===== src/rtl/scope_capture_ctrl.sv =====
// Oscilloscope acquisition sequencer: streams ADC samples into a circular RAM,
// detects the trigger edge and commits the display base only at a VGA frame boundary.
module scope_capture_ctrl #(
    parameter int ADDR_W      = 9,
    parameter int DATA_W      = 8,
    parameter int PRETRIG     = 64,
    parameter int AUTO_FRAMES = 8
) (
    input  logic              clk,
    input  logic              clr,
    input  logic              smp_valid,
    input  logic [DATA_W-1:0] smp_data,
    input  logic [DATA_W-1:0] trig_level,
    input  logic              trig_fall,
    input  logic              auto_en,
    input  logic              run,
    input  logic              single,
    input  logic              frame_start,
    output logic              wr_en,
    output logic [ADDR_W-1:0] wr_addr,
    output logic [DATA_W-1:0] wr_data,
    output logic [ADDR_W-1:0] disp_base,
    output logic              buf_ready,
    output logic              triggered,
    output logic [2:0]        state
);

    localparam int DEPTH  = 1 << ADDR_W;
    localparam int AUTO_W = $clog2(AUTO_FRAMES + 1);

    typedef enum logic [2:0] {
        IDLE    = 3'd0,
        PREFILL = 3'd1,
        ARMED   = 3'd2,
        POST    = 3'd3,
        HOLD    = 3'd4
    } state_t;

    state_t              cur, nxt;
    logic [ADDR_W-1:0]   wptr, pre_cnt, post_cnt, trig_addr;
    logic [AUTO_W-1:0]   auto_cnt;
    logic [DATA_W-1:0]   prev;
    logic                trig_flag;
    logic                accept, edge_hit, force_hit, trig_now, commit;

    always_ff @(posedge clk or negedge clr) begin
        if (!clr) cur <= IDLE;
        else      cur <= nxt;
    end

    always_comb begin
        nxt      = cur;
        trig_now = 1'b0;
        commit   = 1'b0;
        accept   = smp_valid && (cur == PREFILL || cur == ARMED || cur == POST);
        edge_hit = trig_fall ? (prev > trig_level && smp_data <= trig_level)
                             : (prev < trig_level && smp_data >= trig_level);
        force_hit = auto_en && (auto_cnt >= AUTO_W'(AUTO_FRAMES));
        case (cur)
            IDLE:    if (run || single) nxt = PREFILL;
            PREFILL: if (accept && pre_cnt == ADDR_W'(PRETRIG - 1)) nxt = ARMED;
            ARMED: begin
                if (accept && (edge_hit || force_hit)) begin
                    trig_now = 1'b1;
                    nxt      = POST;
                end
            end
            POST:    if (accept && post_cnt == ADDR_W'(DEPTH - PRETRIG - 2)) nxt = HOLD;
            HOLD: begin
                if (frame_start) begin
                    commit = 1'b1;
                    nxt    = run ? PREFILL : IDLE;
                end
            end
            default: nxt = IDLE;
        endcase
    end

    // Counters clear whenever their owning state is not active, so every re-arm starts fresh.
    always_ff @(posedge clk or negedge clr) begin
        if (!clr) begin
            wptr      <= '0;
            prev      <= '0;
            wr_en     <= 1'b0;
            wr_addr   <= '0;
            wr_data   <= '0;
            pre_cnt   <= '0;
            post_cnt  <= '0;
            auto_cnt  <= '0;
            trig_addr <= '0;
            trig_flag <= 1'b0;
            disp_base <= '0;
            triggered <= 1'b0;
            buf_ready <= 1'b0;
        end else begin
            wr_en     <= accept;
            buf_ready <= commit;
            if (accept) begin
                wr_addr <= wptr;
                wr_data <= smp_data;
                wptr    <= wptr + 1'b1;
                prev    <= smp_data;
            end
            if (cur != PREFILL)  pre_cnt <= '0;
            else if (accept)     pre_cnt <= pre_cnt + 1'b1;
            if (cur != POST)     post_cnt <= '0;
            else if (accept)     post_cnt <= post_cnt + 1'b1;
            if (cur != ARMED)
                auto_cnt <= '0;
            else if (auto_en && frame_start && auto_cnt < AUTO_W'(AUTO_FRAMES))
                auto_cnt <= auto_cnt + 1'b1;
            if (trig_now) begin
                trig_addr <= wptr;
                trig_flag <= edge_hit;
            end
            if (commit) begin
                disp_base <= trig_addr - ADDR_W'(PRETRIG);
                triggered <= trig_flag;
            end
        end
    end

    assign state = cur;

endmodule


===== config.mk =====
export PLATFORM = sky130hd
export DESIGN_NAME = scope_capture_ctrl
export DESIGN_NICKNAME = d
export VERILOG_FILES = /design/src/rtl/scope_capture_ctrl.sv
export SDC_FILE = /design/constraint.sdc
export NUM_CORES = 1
export LEC_CHECK = 0
export ABC_AREA = 1
export BUFFER_PORTS_ARGS = -buffer_cell sky130_fd_sc_hd__clkbuf_2
export CAP_MARGIN = 20
export CORE_MARGIN = 8
export CORE_UTILIZATION = 40
export DETAILED_ROUTE_END_ITERATION = 8
export PLACE_DENSITY = 0.62
export SKIP_CTS_REPAIR_TIMING = 1
export SYNTH_ARGS = -nofsm -noshare
export SYNTH_HDL_FRONTEND = slang
export SYNTH_SLANG_ARGS = --single-unit
export TNS_END_PERCENT = 100

===== constraint.sdc =====
create_clock -name clk -period 3.33 [get_ports clk]
set_input_delay 0.999 -clock clk [delete_from_list [all_inputs] [get_ports clk]]
set_output_delay 0.999 -clock clk [all_outputs]
set_load 0.02 [all_outputs]

After elaboration in Yosys (flattened, before gate mapping) --
Index checks and enable logic that the tools add are counted. W data, S select, Z words.
Storage, ports and cells: register bits after elaboration 73, output and inout port bits 32, word-level logic and storage cells 74
Cells by class: add/sub/neg operators 5, magnitude comparators 6, eq/ne operators 14, mux-type cells 18, reductions and logical operators 18
Operators with widths (number):
- $mux W9 | 4
- $add A9 B1 Y9 const B | 3
- $mux W3 | 5
- $pmux W3 S5 | 1
- $eq A9 B6 Y1 const B | 1
- $eq A9 B9 Y1 const B | 1
- $logic_and A1 B1 Y1 | 9
- $sub A9 B7 Y9 const B | 1
- $ge A8 B8 Y1 | 1
- $gt A8 B8 Y1 | 1
- $le A8 B8 Y1 | 1
- $lt A8 B8 Y1 | 1
- $mux W4 | 2
- $eq A3 B2 Y1 const B | 2
- $mux W1 | 6
- $ne A2 B1 Y1 const B | 3
- $ne A3 B2 Y1 const B | 2
- $reduce_bool A2 Y1 | 3
- $reduce_and A5 Y1 | 1
- $add A4 B1 Y4 const B | 1
- $ge A4 B4 Y1 const B | 1
- $logic_or A1 B1 Y1 | 4
- $lt A4 B4 Y1 const B | 1
- $ne A2 B2 Y1 const B | 2
- other kinds (4) | 4

Longest topological paths before layout --
depth in word-level cells 7, depth in mapped cells 16

Least setup slack after synthesis --
No wires, ideal clock.
path kind input port to flip-flop, start input port trig_level[5], end register trig_addr[5], library setup time 0.123 ns, data arrival time 2.234 ns, slack 0.973 ns, stages on the path 13, path buffers 1, path through inv_1 ha_1 a21oi_1 nor2_1 nor2_1 nand2_1 nor2_1 nand2_1 nand3_1 nand3_1 buf_2 nand2_1 o21ai_1
Between the ends: word-level cells in the longest chain between the ends 7, elaborated cells on any way between the ends 11, classes of those cells order compare (4); mux (3); reduce/logical (4)
Ends and longest elaborated chain:
- from (decl) | line 13 | input logic [DATA_W-1:0] trig_level,
- $lt A8 B8 Y1, or another cell as far along | line 57 | : (prev < trig_level && smp_data >= trig_level);
- $logic_and A1 B1 Y1, on equally long branches | line 57, 56
- $mux W1 * | line 56 | edge_hit = trig_fall ? (prev > trig_level && smp_data <= trig_level)
- $logic_or A1 B1 Y1 * | line 63 | if (accept && (edge_hit || force_hit)) begin
- $logic_and A1 B1 Y1 * | line 63
- $mux W1 * | line 63
- $mux W1 * | line 59 | case (cur)
- to (signal assigned) | line 113 | trig_addr <= wptr;
- to (decl) | line 40 | logic [ADDR_W-1:0] wptr, pre_cnt, post_cnt, trig_addr;
Mark *: on every way between the ends. The rest lies on a longest branch, timed or not. A chain may end at the register's enable or synchronous reset.

Worst setup path in the final report --
start input port trig_level[5], end register trig_addr[4]
Same word-level chain as after synthesis.

==> flow_metrics.py <==
metrics = {
    "hold_path": {
        "holdPathEnd": "pre_cnt[8]",
        "min_path_type": "register to register",
        "hold_path_startpoint": "pre_cnt[8]",
        "hold_path_depth": 1,
    },
    "synth": {
        "synth_flop_cell": "sky130_fd_sc_hd__dfrtp_1",
        "synth_fp_nets": 467,
        "synth_warnings": 0,
        "post_synth_inst_count": 420,
        "share_of_synthesized_flip_flops_with_an_asynchronous_set_or_reset_pct": 100.0,
        "synthTopCellsByArea": "sky130_fd_sc_hd__dfrtp_1, sky130_fd_sc_hd__nand2_1, sky130_fd_sc_hd__ha_1",
        "seq_area_frac_synth_pct": 51.05,
        "post_synth_edffs": 0,
        "ys_seq_elements": 73,
        "post_synth_instance_area_sq_um": 3578,
        "yosys.area.top_type_share_pct": 51.05,
        "synth_top_area_cell": "sky130_fd_sc_hd__dfrtp_1",
        "synth.avg_cell_area_sq_um": 8.520,
        "ys_types": 29,
    },
    "timing": {
        "setup_viol": 0,
        "setup_ws_ns": 0.7107,
        "drv_slew": 0,
        "finalCriticalPeriod_ns": 2.619,
        "post-route-period-util_pct": 78.66,
        "setup_tns_ns": 0,
        "hold_ws_ns": 0.4750,
        "grt_setup_unrepaired": "false",
        "fin_worst_skew_ns": 0.01092,
        "hold_viol": 0,
        "max_clock_freq_ghz": 0.3818,
        "worst_slew_pin_slew_ns": 0.6511,
        "slew_headroom_pct": 56.47,
    },
    "clocking": {
        "clock-root-buffer": "sky130_fd_sc_hd__clkbuf_8",
        "ctsHtreeMaxLevel": 3,
        "clock_tree_from_tritoncts": "built",
        "clock_latency_ns": 0.34,
        "clock-sinks": 73,
        "max_root_sink_buffers": 2,
        "cts_inserted_buffers": 9,
        "path_clk_slew_ns": 0.07,
    },
    "critical_path": {
        "critPathRequiredTime_ns": 3.53,
        "worst_case_reg_to_reg_path_depth": 11,
        "worst-r2r-setup-slack_ns": 1.09,
        "worst_r2r_endpoint": "trig_addr[4]",
        "crit_path_category": "input port to register",
        "critical_path_peak_fanout": 20,
        "worstReg2RegStart": "prev[5]",
        "critical_path.endpoint_type": "register",
        "critPathLaunchType": "input port",
        "crit_arrival_ns": 2.82,
    },
    "grt": {
        "grt_use_total_pct": 12.75,
        "antenna_found_initial": 0,
        "vias_in_the_first_global_route": 2879,
        "maximum_number_of_pins_on_one_net_before_global_route_repair": 50,
        "gr-total-overflow": 0,
        "grt_pass1_wl_um": 13250,
    },
    "placed_design": {
        "gpl.final_weighted_congestion": 0.8001,
        "place_inst": 579,
        "place_ws_ns": 0.3300,
        "placedInstanceArea_sq_um": 3990,
        "place.port_buffers": 55,
        "detailed_place_hpwl_um": 5778,
    },
    "floorplanning": {
        "initial_utilization_pct": 41.03,
        "std_cell_rows": 34,
        "io-pin-count": 56,
        "fp.dieArea_sq_um": 12230,
        "floorplan.die.height_um": 110.6,
        "placeableCoreArea_sq_um": 8721,
        "fp.dieW_um": 110.6,
    },
    "detailed_routing": {
        "via_per_inst": 4.827,
        "routedWlPerCell_um": 12.80,
        "initialDrtViolationCount": 146,
        "ant_nets": 0,
        "routed_wl_um": 7605,
        "detail_route.drc_violations": 0,
        "first_pass_iters": 4,
        "routed-via-count": 2867,
    },
    "run_status": {
        "outcome": "finished clean",
    },
    "finish": {
        "final_util_pct": 47.62,
        "final_cells": 594,
        "post_layout_net_count": 529,
        "finish.instance_area_sq_um": 4153,
        "antenna_cells_inserted": 0,
        "drive_gt1_share_pct": 16.26,
        "areaGrowthSynthToFinish_pct": 16.05,
    },
    "power_and_ir_drop": {
        "p_total_mw": 2.137,
        "power.leakage_nw": 2.167,
        "ir_drop_mv": 0.1821,
        "cellPowerDensity_nw_per_um2": 514.6,
    },
    "job": {
        "cap_viol_max_count": 0,
    },
}
[cells in the final DEF (no fill, tap or decap), types with 15 or more instances in the layout]
master                     Yosys  routed
sky130_fd_sc_hd__a21oi_1      21      21
sky130_fd_sc_hd__clkbuf_2      0      54
sky130_fd_sc_hd__dfrtp_1      73      73
sky130_fd_sc_hd__ha_1         23      23
sky130_fd_sc_hd__inv_1        49      49
sky130_fd_sc_hd__nand2_1     122     122
sky130_fd_sc_hd__nand3_1      15      15
sky130_fd_sc_hd__nor2_1       31      31
sky130_fd_sc_hd__o21ai_0      24      24
[worst max-delay path: stages]
cell	delay, ns
sky130_fd_sc_hd__clkbuf_2	0.07
sky130_fd_sc_hd__inv_1	0.04
sky130_fd_sc_hd__ha_1	0.31
sky130_fd_sc_hd__a21oi_1	0.15
sky130_fd_sc_hd__nor2_1	0.05
sky130_fd_sc_hd__nor2_1	0.12
sky130_fd_sc_hd__nand2_1	0.07
sky130_fd_sc_hd__nor2_1	0.08
sky130_fd_sc_hd__nand2_1	0.06
sky130_fd_sc_hd__nand3_1	0.10
sky130_fd_sc_hd__nand3_1	0.46
sky130_fd_sc_hd__nand2_1	0.21
sky130_fd_sc_hd__o21ai_1	0.08
[cell usage after synthesis, types with 2 or more instances]
library cell and instances:
sky130_fd_sc_hd__nand4_1 5, sky130_fd_sc_hd__inv_2 2, sky130_fd_sc_hd__o21ai_1 10, sky130_fd_sc_hd__ha_1 23, sky130_fd_sc_hd__nor3_2 2, sky130_fd_sc_hd__nand3_1 15
sky130_fd_sc_hd__buf_2 6, sky130_fd_sc_hd__inv_1 49, sky130_fd_sc_hd__nand2_1 122, sky130_fd_sc_hd__dfrtp_1 73, sky130_fd_sc_hd__and3_1 3, sky130_fd_sc_hd__o21ai_0 24
sky130_fd_sc_hd__buf_4 2, sky130_fd_sc_hd__a21oi_1 21, sky130_fd_sc_hd__nor2_1 31, sky130_fd_sc_hd__xnor2_1 2, sky130_fd_sc_hd__xor2_1 7, sky130_fd_sc_hd__nor3_1 10
sky130_fd_sc_hd__nor3_4 2, sky130_fd_sc_hd__nor4_1 2
[layout make-up]
cell class / instances / area, sq um
fill: 864 / 4568
sequential: 73 / 1827
clock inverter: 3 / 17.52
timing repair buffer: 60 / 325.3
multi-input combinational: 286 / 1508
tap: 108 / 135.1
clock buffer: 12 / 145.1
inverter: 52 / 195.2
[kinds of logic after synthesis]
| kind of cell | count (synthesis) | share of synthesized area, % |
|---|---|---|
| compound gates | 61 | 8.952 |
| xor+xnor | 9 | 2.203 |
| fa+ha+maj | 23 | 8.042 |
| buf+inv | 61 | 6.818 |
| flops | 73 | 51.05 |
| simple gates | 193 | 22.94 |
[power by group]
group	internal, mW	switching (mW)
clock	0.285	0.313
combinational	0.159	0.277
sequential	1.01	0.0911
[flip-flops by register name, indices dropped and copies added (netlist names)]
register   flops
disp_base      9
post_cnt       9
pre_cnt        9
trig_addr      9
wptr           9
wr_addr        9
prev           8
auto_cnt       4
state          3
buf_ready      1
trig_flag      1
triggered      1
wr_en          1
[worst max-delay path by stage]
stage	from	slack, ns	end	depth (start not counted)
6_report	trig_level[5]	0.71	trig_addr[4]	13
5_1_grt	trig_level[5]	0.45	trig_addr[0]	13
2_1_floorplan	trig_level[5]	0.97	trig_addr[5]	13
4_1_cts	trig_level[5]	0.69	trig_addr[0]	13
3_5_place_dp	trig_level[5]	0.33	trig_addr[0]	13
3_3_place_gp	trig_level[5]	0.45	trig_addr[5]	13
[layer usage]
| layer | up-vias | share of wire [%] | track usage (%) |
|---|---|---|---|
| met4 | 0 | 1.9 | 6.126 |
| met3 | 11 | 3.5 | 2.760 |
| met1 | 1333 | 50 | 16.45 |
| li1 | 1476 | - | - |
| met5 | - | 0 | 0 |
| met2 | 47 | 44 | 19.79 |
No activity file was read; power rests on OpenSTA's default activity.
